**src/rtl/axi4_lite_pkg.sv**
```systemverilog
// Shared types for the AXI4-Lite command subsystem: response codes, master FSM states and
// the queued command record (sized for the widest supported configuration).
package axi4_lite_pkg;

    localparam int MAX_ADDR_WIDTH = 64;
    localparam int MAX_DATA_WIDTH = 64;
    localparam int MAX_STRB_WIDTH = MAX_DATA_WIDTH / 8;

    typedef enum logic [1:0] {
        OKAY   = 2'b00,
        SLVERR = 2'b10
    } resp_t;

    typedef enum logic [2:0] {
        IDLE    = 3'd0,
        WR_REQ  = 3'd1,
        WR_RESP = 3'd2,
        RD_REQ  = 3'd3,
        RD_DATA = 3'd4,
        RSP     = 3'd5
    } mst_state_t;

    typedef struct packed {
        logic                      write;
        logic [MAX_ADDR_WIDTH-1:0] addr;
        logic [MAX_DATA_WIDTH-1:0] wdata;
        logic [MAX_STRB_WIDTH-1:0] wstrb;
    } cmd_t;

    function automatic resp_t resp_of(input logic ok);
        return ok ? OKAY : SLVERR;
    endfunction

endpackage

```
**src/rtl/axi4_lite_regfile_slave.sv**
```systemverilog
// Byte-strobed AXI4-Lite register-file slave with registered single-cycle ready pulses.
// With AXI4_LITE_ID_REG_EN defined the last register is a read-only ID word.
module axi4_lite_regfile_slave
    import axi4_lite_pkg::*;
#(
    parameter int          DATA_WIDTH = 32,
    parameter int          ADDR_WIDTH = 32,
    parameter int          NUM_REGS   = 16,
    parameter logic [31:0] ID_VALUE   = 32'hA41C_0001
) (
    input  logic                    clk,
    input  logic                    rst,
    input  logic                    awvalid,
    output logic                    awready,
    input  logic [ADDR_WIDTH-1:0]   awaddr,
    input  logic                    wvalid,
    output logic                    wready,
    input  logic [DATA_WIDTH-1:0]   wdata,
    input  logic [DATA_WIDTH/8-1:0] wstrb,
    output logic                    bvalid,
    input  logic                    bready,
    output resp_t                   bresp,
    input  logic                    arvalid,
    output logic                    arready,
    input  logic [ADDR_WIDTH-1:0]   araddr,
    output logic                    rvalid,
    input  logic                    rready,
    output logic [DATA_WIDTH-1:0]   rdata,
    output resp_t                   rresp
);

    localparam int STRB_WIDTH = DATA_WIDTH / 8;
    localparam int BYTE_SHIFT = $clog2(STRB_WIDTH);
    localparam int IDX_WIDTH  = $clog2(NUM_REGS);
    localparam logic [ADDR_WIDTH-1:0] LAST_IDX = ADDR_WIDTH'(NUM_REGS - 1);

    logic [DATA_WIDTH-1:0] regs [NUM_REGS];
    logic [ADDR_WIDTH-1:0] wr_idx;
    logic [ADDR_WIDTH-1:0] rd_idx;
    logic                  wr_ok;
    logic                  rd_ok;
    logic                  wr_fire;
    logic                  rd_fire;
    logic [DATA_WIDTH-1:0] rd_value;

    // Address decode and read-data selection for the current request.
    always_comb begin
        wr_idx  = awaddr >> BYTE_SHIFT;
        rd_idx  = araddr >> BYTE_SHIFT;
        rd_ok   = (rd_idx < ADDR_WIDTH'(NUM_REGS));
        wr_fire = awvalid && awready && wvalid && wready;
        rd_fire = arvalid && arready;
`ifdef AXI4_LITE_ID_REG_EN
        wr_ok = (wr_idx < ADDR_WIDTH'(NUM_REGS)) && (wr_idx != LAST_IDX);
`else
        wr_ok = (wr_idx < ADDR_WIDTH'(NUM_REGS));
`endif
        if (rd_ok) begin
            rd_value = regs[rd_idx[IDX_WIDTH-1:0]];
        end else begin
            rd_value = {DATA_WIDTH{1'b0}};
        end
`ifdef AXI4_LITE_ID_REG_EN
        if (rd_idx == LAST_IDX) begin
            rd_value = DATA_WIDTH'(ID_VALUE);
        end else begin
            rd_value = rd_value;
        end
`endif
    end

    // Handshake generation, register updates and response channels.
    always_ff @(posedge clk or posedge rst) begin
        if (rst) begin
            awready <= 1'b0;
            wready  <= 1'b0;
            bvalid  <= 1'b0;
            bresp   <= OKAY;
            arready <= 1'b0;
            rvalid  <= 1'b0;
            rdata   <= {DATA_WIDTH{1'b0}};
            rresp   <= OKAY;
            for (int i = 0; i < NUM_REGS; i++) begin
                regs[i] <= {DATA_WIDTH{1'b0}};
            end
        end else begin
            // The !awready term keeps the pulse to one cycle while valids are still high.
            awready <= awvalid && wvalid && !bvalid && !awready;
            wready  <= awvalid && wvalid && !bvalid && !awready;
            arready <= arvalid && !rvalid && !arready;
            if (wr_fire) begin
                bvalid <= 1'b1;
                bresp  <= resp_of(wr_ok);
                if (wr_ok) begin
                    for (int b = 0; b < STRB_WIDTH; b++) begin
                        if (wstrb[b]) begin
                            regs[wr_idx[IDX_WIDTH-1:0]][8*b +: 8] <= wdata[8*b +: 8];
                        end
                    end
                end
            end else if (bvalid && bready) begin
                bvalid <= 1'b0;
            end
            if (rd_fire) begin
                rvalid <= 1'b1;
                rdata  <= rd_value;
                rresp  <= resp_of(rd_ok);
            end else if (rvalid && rready) begin
                rvalid <= 1'b0;
            end
        end
    end

endmodule

```
**src/rtl/axi4_lite_cmd_subsys.sv**
```systemverilog
// Command FIFO plus single-outstanding AXI4-Lite master driving the internal register file.
// Optional read-only ID register selected with AXI4_LITE_ID_REG_EN.
module axi4_lite_cmd_subsys
    import axi4_lite_pkg::*;
#(
    parameter int          DATA_WIDTH = 32,
    parameter int          ADDR_WIDTH = 32,
    parameter int          NUM_REGS   = 16,
    parameter int          FIFO_DEPTH = 4,
    parameter logic [31:0] ID_VALUE   = 32'hA41C_0001
) (
    input  logic                    ACLK,
    input  logic                    ARESET,
    input  logic                    cmd_valid,
    output logic                    cmd_ready,
    input  logic                    cmd_write,
    input  logic [ADDR_WIDTH-1:0]   cmd_addr,
    input  logic [DATA_WIDTH-1:0]   cmd_wdata,
    input  logic [DATA_WIDTH/8-1:0] cmd_wstrb,
    output logic                    rsp_valid,
    input  logic                    rsp_ready,
    output logic                    rsp_write,
    output logic [DATA_WIDTH-1:0]   rsp_rdata,
    output logic [1:0]              rsp_resp,
    output logic                    busy
);

    localparam int STRB_WIDTH = DATA_WIDTH / 8;
    localparam int PTR_WIDTH  = $clog2(FIFO_DEPTH);
    localparam int CNT_WIDTH  = PTR_WIDTH + 1;

    cmd_t                  fifo_mem [FIFO_DEPTH];
    logic [PTR_WIDTH-1:0]  wr_ptr;
    logic [PTR_WIDTH-1:0]  rd_ptr;
    logic [CNT_WIDTH-1:0]  count;
    logic                  push;
    logic                  pop;
    cmd_t                  head;
    mst_state_t            state;
    logic [ADDR_WIDTH-1:0] cur_addr;
    logic [DATA_WIDTH-1:0] cur_wdata;
    logic [STRB_WIDTH-1:0] cur_wstrb;
    logic                  awvalid, awready, wvalid, wready, bvalid, bready;
    logic                  arvalid, arready, rvalid, rready;
    resp_t                 bresp, rresp;
    logic [DATA_WIDTH-1:0] rdata;

    // FIFO status and the pop request from an idle master.
    always_comb begin
        cmd_ready = (count != CNT_WIDTH'(FIFO_DEPTH));
        push      = cmd_valid && cmd_ready;
        pop       = (state == IDLE) && (count != CNT_WIDTH'(0));
        head      = fifo_mem[rd_ptr];
        busy      = (count != CNT_WIDTH'(0)) || (state != IDLE);
    end

    // FIFO storage; contents need no reset because count gates every read.
    always_ff @(posedge ACLK) begin
        if (push) begin
            fifo_mem[wr_ptr] <= '{write: cmd_write,
                                  addr:  MAX_ADDR_WIDTH'(cmd_addr),
                                  wdata: MAX_DATA_WIDTH'(cmd_wdata),
                                  wstrb: MAX_STRB_WIDTH'(cmd_wstrb)};
        end
    end

    // FIFO pointers and occupancy.
    always_ff @(posedge ACLK or posedge ARESET) begin
        if (ARESET) begin
            wr_ptr <= PTR_WIDTH'(0);
            rd_ptr <= PTR_WIDTH'(0);
            count  <= CNT_WIDTH'(0);
        end else begin
            if (push) wr_ptr <= wr_ptr + PTR_WIDTH'(1);
            if (pop)  rd_ptr <= rd_ptr + PTR_WIDTH'(1);
            if (push && !pop) begin
                count <= count + CNT_WIDTH'(1);
            end else if (pop && !push) begin
                count <= count - CNT_WIDTH'(1);
            end
        end
    end

    // Master FSM: one AXI transaction at a time, all outputs registered.
    always_ff @(posedge ACLK or posedge ARESET) begin
        if (ARESET) begin
            state     <= IDLE;
            cur_addr  <= {ADDR_WIDTH{1'b0}};
            cur_wdata <= {DATA_WIDTH{1'b0}};
            cur_wstrb <= {STRB_WIDTH{1'b0}};
            awvalid   <= 1'b0;
            wvalid    <= 1'b0;
            bready    <= 1'b0;
            arvalid   <= 1'b0;
            rready    <= 1'b0;
            rsp_valid <= 1'b0;
            rsp_write <= 1'b0;
            rsp_rdata <= {DATA_WIDTH{1'b0}};
            rsp_resp  <= OKAY;
        end else begin
            case (state)
                IDLE: begin
                    if (pop) begin
                        cur_addr  <= head.addr[ADDR_WIDTH-1:0];
                        cur_wdata <= head.wdata[DATA_WIDTH-1:0];
                        cur_wstrb <= head.wstrb[STRB_WIDTH-1:0];
                        if (head.write) begin
                            awvalid <= 1'b1;
                            wvalid  <= 1'b1;
                            state   <= WR_REQ;
                        end else begin
                            arvalid <= 1'b1;
                            state   <= RD_REQ;
                        end
                    end
                end
                WR_REQ: begin
                    if (awready) awvalid <= 1'b0;
                    if (wready)  wvalid  <= 1'b0;
                    // A channel is finished once its valid is already low or handshaking now.
                    if ((!awvalid || awready) && (!wvalid || wready)) begin
                        bready <= 1'b1;
                        state  <= WR_RESP;
                    end
                end
                WR_RESP: begin
                    if (bvalid) begin
                        bready    <= 1'b0;
                        rsp_valid <= 1'b1;
                        rsp_write <= 1'b1;
                        rsp_rdata <= {DATA_WIDTH{1'b0}};
                        rsp_resp  <= bresp;
                        state     <= RSP;
                    end
                end
                RD_REQ: begin
                    if (arready) begin
                        arvalid <= 1'b0;
                        rready  <= 1'b1;
                        state   <= RD_DATA;
                    end
                end
                RD_DATA: begin
                    if (rvalid) begin
                        rready    <= 1'b0;
                        rsp_valid <= 1'b1;
                        rsp_write <= 1'b0;
                        rsp_rdata <= (rresp == OKAY) ? rdata : {DATA_WIDTH{1'b0}};
                        rsp_resp  <= rresp;
                        state     <= RSP;
                    end
                end
                RSP: begin
                    if (rsp_ready) begin
                        rsp_valid <= 1'b0;
                        rsp_write <= 1'b0;
                        rsp_rdata <= {DATA_WIDTH{1'b0}};
                        rsp_resp  <= OKAY;
                        state     <= IDLE;
                    end
                end
                default: state <= IDLE;
            endcase
        end
    end

    axi4_lite_regfile_slave #(
        .DATA_WIDTH (DATA_WIDTH),
        .ADDR_WIDTH (ADDR_WIDTH),
        .NUM_REGS   (NUM_REGS),
        .ID_VALUE   (ID_VALUE)
    ) u_slave (
        .clk     (ACLK),
        .rst     (ARESET),
        .awvalid (awvalid),
        .awready (awready),
        .awaddr  (cur_addr),
        .wvalid  (wvalid),
        .wready  (wready),
        .wdata   (cur_wdata),
        .wstrb   (cur_wstrb),
        .bvalid  (bvalid),
        .bready  (bready),
        .bresp   (bresp),
        .arvalid (arvalid),
        .arready (arready),
        .araddr  (cur_addr),
        .rvalid  (rvalid),
        .rready  (rready),
        .rdata   (rdata),
        .rresp   (rresp)
    );

endmodule

```
**config.mk**
```make
export PLATFORM = sky130hd
export DESIGN_NAME = axi4_lite_cmd_subsys
export DESIGN_NICKNAME = d
export VERILOG_FILES = /design/src/rtl/axi4_lite_pkg.sv /design/src/rtl/axi4_lite_regfile_slave.sv /design/src/rtl/axi4_lite_cmd_subsys.sv
export SDC_FILE = /design/constraint.sdc
export NUM_CORES = 2
export LEC_CHECK = 0
export CORE_ASPECT_RATIO = 0.9
export CORE_MARGIN = 2
export CORE_UTILIZATION = 45
export DETAILED_ROUTE_END_ITERATION = 6
export GPL_TIMING_DRIVEN = 1
export PLACE_DENSITY_LB_ADDON = 0.25
export SLEW_MARGIN = 20
export SYNTH_ARGS = -nofsm -noshare
export SYNTH_HDL_FRONTEND = slang
export SYNTH_HIERARCHICAL = 1
export SYNTH_SLANG_ARGS = --single-unit
```
**constraint.sdc**
```tcl
create_clock -name ACLK -period 21.3 [get_ports ACLK]
set_input_delay 5.325 -clock ACLK [delete_from_list [all_inputs] [get_ports ACLK]]
set_output_delay 5.325 -clock ACLK [all_outputs]
set_load 0.01 [all_outputs]
```
==> metrics.yaml <==
pwr:
  power_mw: 5.32
  seq_power_share_pct: 44.3
  p_sw_share_pct: 32.4
  p_int_mw: 3.60
  p_comb_share_pct: 22.4
  power_density_nw_per_um2: 116
  power.clock.fraction_pct: 33.3
  switchingPower_mw: 1.72
  vdd_drop_max_mv: 0.0878
  p_leak_nw: 20.2
sta:
  finalSetupViolCount: 0
  totalNegativeSetupSlack_ns: 0
  rsz0062_at_grt: "no"
  maxSlewViolCount: 0
  tightestPinTransition_ns: 1.16
  finalHoldViolCount: 0
  fin_ws_ns: 13.59
  skew_ns: 0.0337
  finalCriticalPeriod_ns: 7.71
  maxSlewHeadroom_pct: 22.7
  fmax_mhz: 130
  finalCritPeriodShare_pct: 36.2
clock_network:
  htreeDepth: 3
  path_clk_slew_ns: 0.06
  cts-root-buf: "clkbuf_16"
  ctsHoldBuffers: 0
  cts_tree: "yes"
  cts.sinks: 935
  ctsResizeCount: 0
  clock_latency_ns: 0.67
  post-cts-setup-buffer-count: 0
  cts_buffer_depth: 3
  numCtsBuffers: 97
critical_path:
  required_ns: 21.92
  critPathLaunchType: "input pin"
  cp_max_fo: 102
  worstPathArrival_ns: 8.33
  worst_setup_path_end_kind: "asynchronous set/reset pin"
  worstSetupPathType: "input pin to asynchronous set/reset pin"
placed_design:
  portBuffers: 108
  routabilityCongestion: 0.782
  dp_slack_ns: 12.83
  post-dp-hpwl_um: 57000
  place_inst: 3796
grt:
  grt_usage_pct: 20.4
  grt_max_degree: 103
  antenna_found_initial: 4
  grt_pass1_vias: 24031
  grt-ovfl-total: 0
  grt_first_pass_wirelength_um: 144000
die:
  die_w_um: 319
  core_um2: 89000
  die-area_um2: 91900
  io_pins: 111
  core.rowCount: 104
  start_util_pct: 45.2
  chipHeight_um: 288
routing:
  wl_per_cell_um: 23.3
  post_drt_via_cell_ratio: 5.72
  wl_um: 92600
  drtAntennaViolNets: 0
  initialDrtViolationCount: 1674
  drtPass1Iterations: 5
  remaining_drc_errors: 0
  vias: 22760
finish:
  fin_nets: 2808
  final_cell_mix: "dfrtp_1, mux2_2, edfxtp_1"
  layout.cells.non_filler: 3977
  fillers: 7365
  final_common_cell: "dfrtp_1"
  syn2layout_area_growth_pct: 13.7
  final_util_pct: 51.4
  drive_gt1_share_pct: 33.2
  n_antenna_cell: 0
flow_run:
  drv_cap: 0
hold_path:
  hold_path_class: "flop to flop"
status:
  status: "completed"
synthesis:
  synth-warning-count: 6
  netlist_area_um2: 40200
  synthCells: 2654
  syn_area_per_cell_um2: 15.2
-- power groups by stage --
stage,clock [mW],combinational [mW],sequential [mW]
global route,1.89,1.27,2.39
floorplan,0,0.972,2.18
detailed placement,0,1.21,2.39
finish,1.77,1.19,2.36
CTS,1.82,1.21,2.35
global placement,0,1.19,2.36
-- registers in the layout (all words and copies together), names as in the netlist, 2 cells and up --
register	flops
rsp_rdata	32
rd_ptr	2
count	3
u_slave/rdata	32
state	3
fifo_mem	268
u_slave/regs	512
wr_ptr	2
cur_wdata	32
cur_wstrb	4
cur_addr	30
rsp_resp	2
-- worst paths after layout --
| path | slack (ns) | cells past startpoint | start | to |
|---|---|---|---|---|
| setup / recovery | 13.59 | 4 | ARESET | u_slave/regs[311] |
| hold / removal | 0.48 | 2 | u_slave/rdata[6] | u_slave/rdata[6] |
| setup reg to reg | 17.38 | 6 | cur_addr[2] | u_slave/rdata[31] |
| hold reg to reg | 0.48 | 2 | u_slave/rdata[6] | u_slave/rdata[6] |
| max in group ACLK | 13.73 | 3 | count[0] | busy |
| min in group asynchronous | 5.25 | 2 | ARESET | u_slave/wready |
-- area by class of cell --
class,count,area (um2),share of cell area (%)
clock inverters,53,687,1.50
inverters,12,57.6,0.126
clock buffers,128,2720,5.93
repair buffers,140,1330,2.91
well taps,1166,1460,3.19
multi-input cells,1543,14800,32.3
flip-flops and latches,935,24800,54.1
-- routing by layer --
layer,vias up,routed length (um),global-route usage [%]
met5,-,13,0
met4,2,2140,5.98
met3,148,3690,2.88
met2,493,44600,33.3
met1,12054,42200,28.5
li1,10063,-,-
-- critical path, stage by stage --
cell and delay, ns:
clkdlybuf4s50_1 0.56, inv_8 0.49, buf_4 0.84, buf_4 0.89
-- metrics by stage --
step           hold WS [ns]  cell area, um2
2_1_floorplan         0.446           40300
3_5_place_dp          0.468           42400
4_1_cts               0.483           45800
5_1_grt               0.513           45800
3_3_place_gp          0.470           42300
6_report              0.480           45800
(Power assumes the default switching activity.)
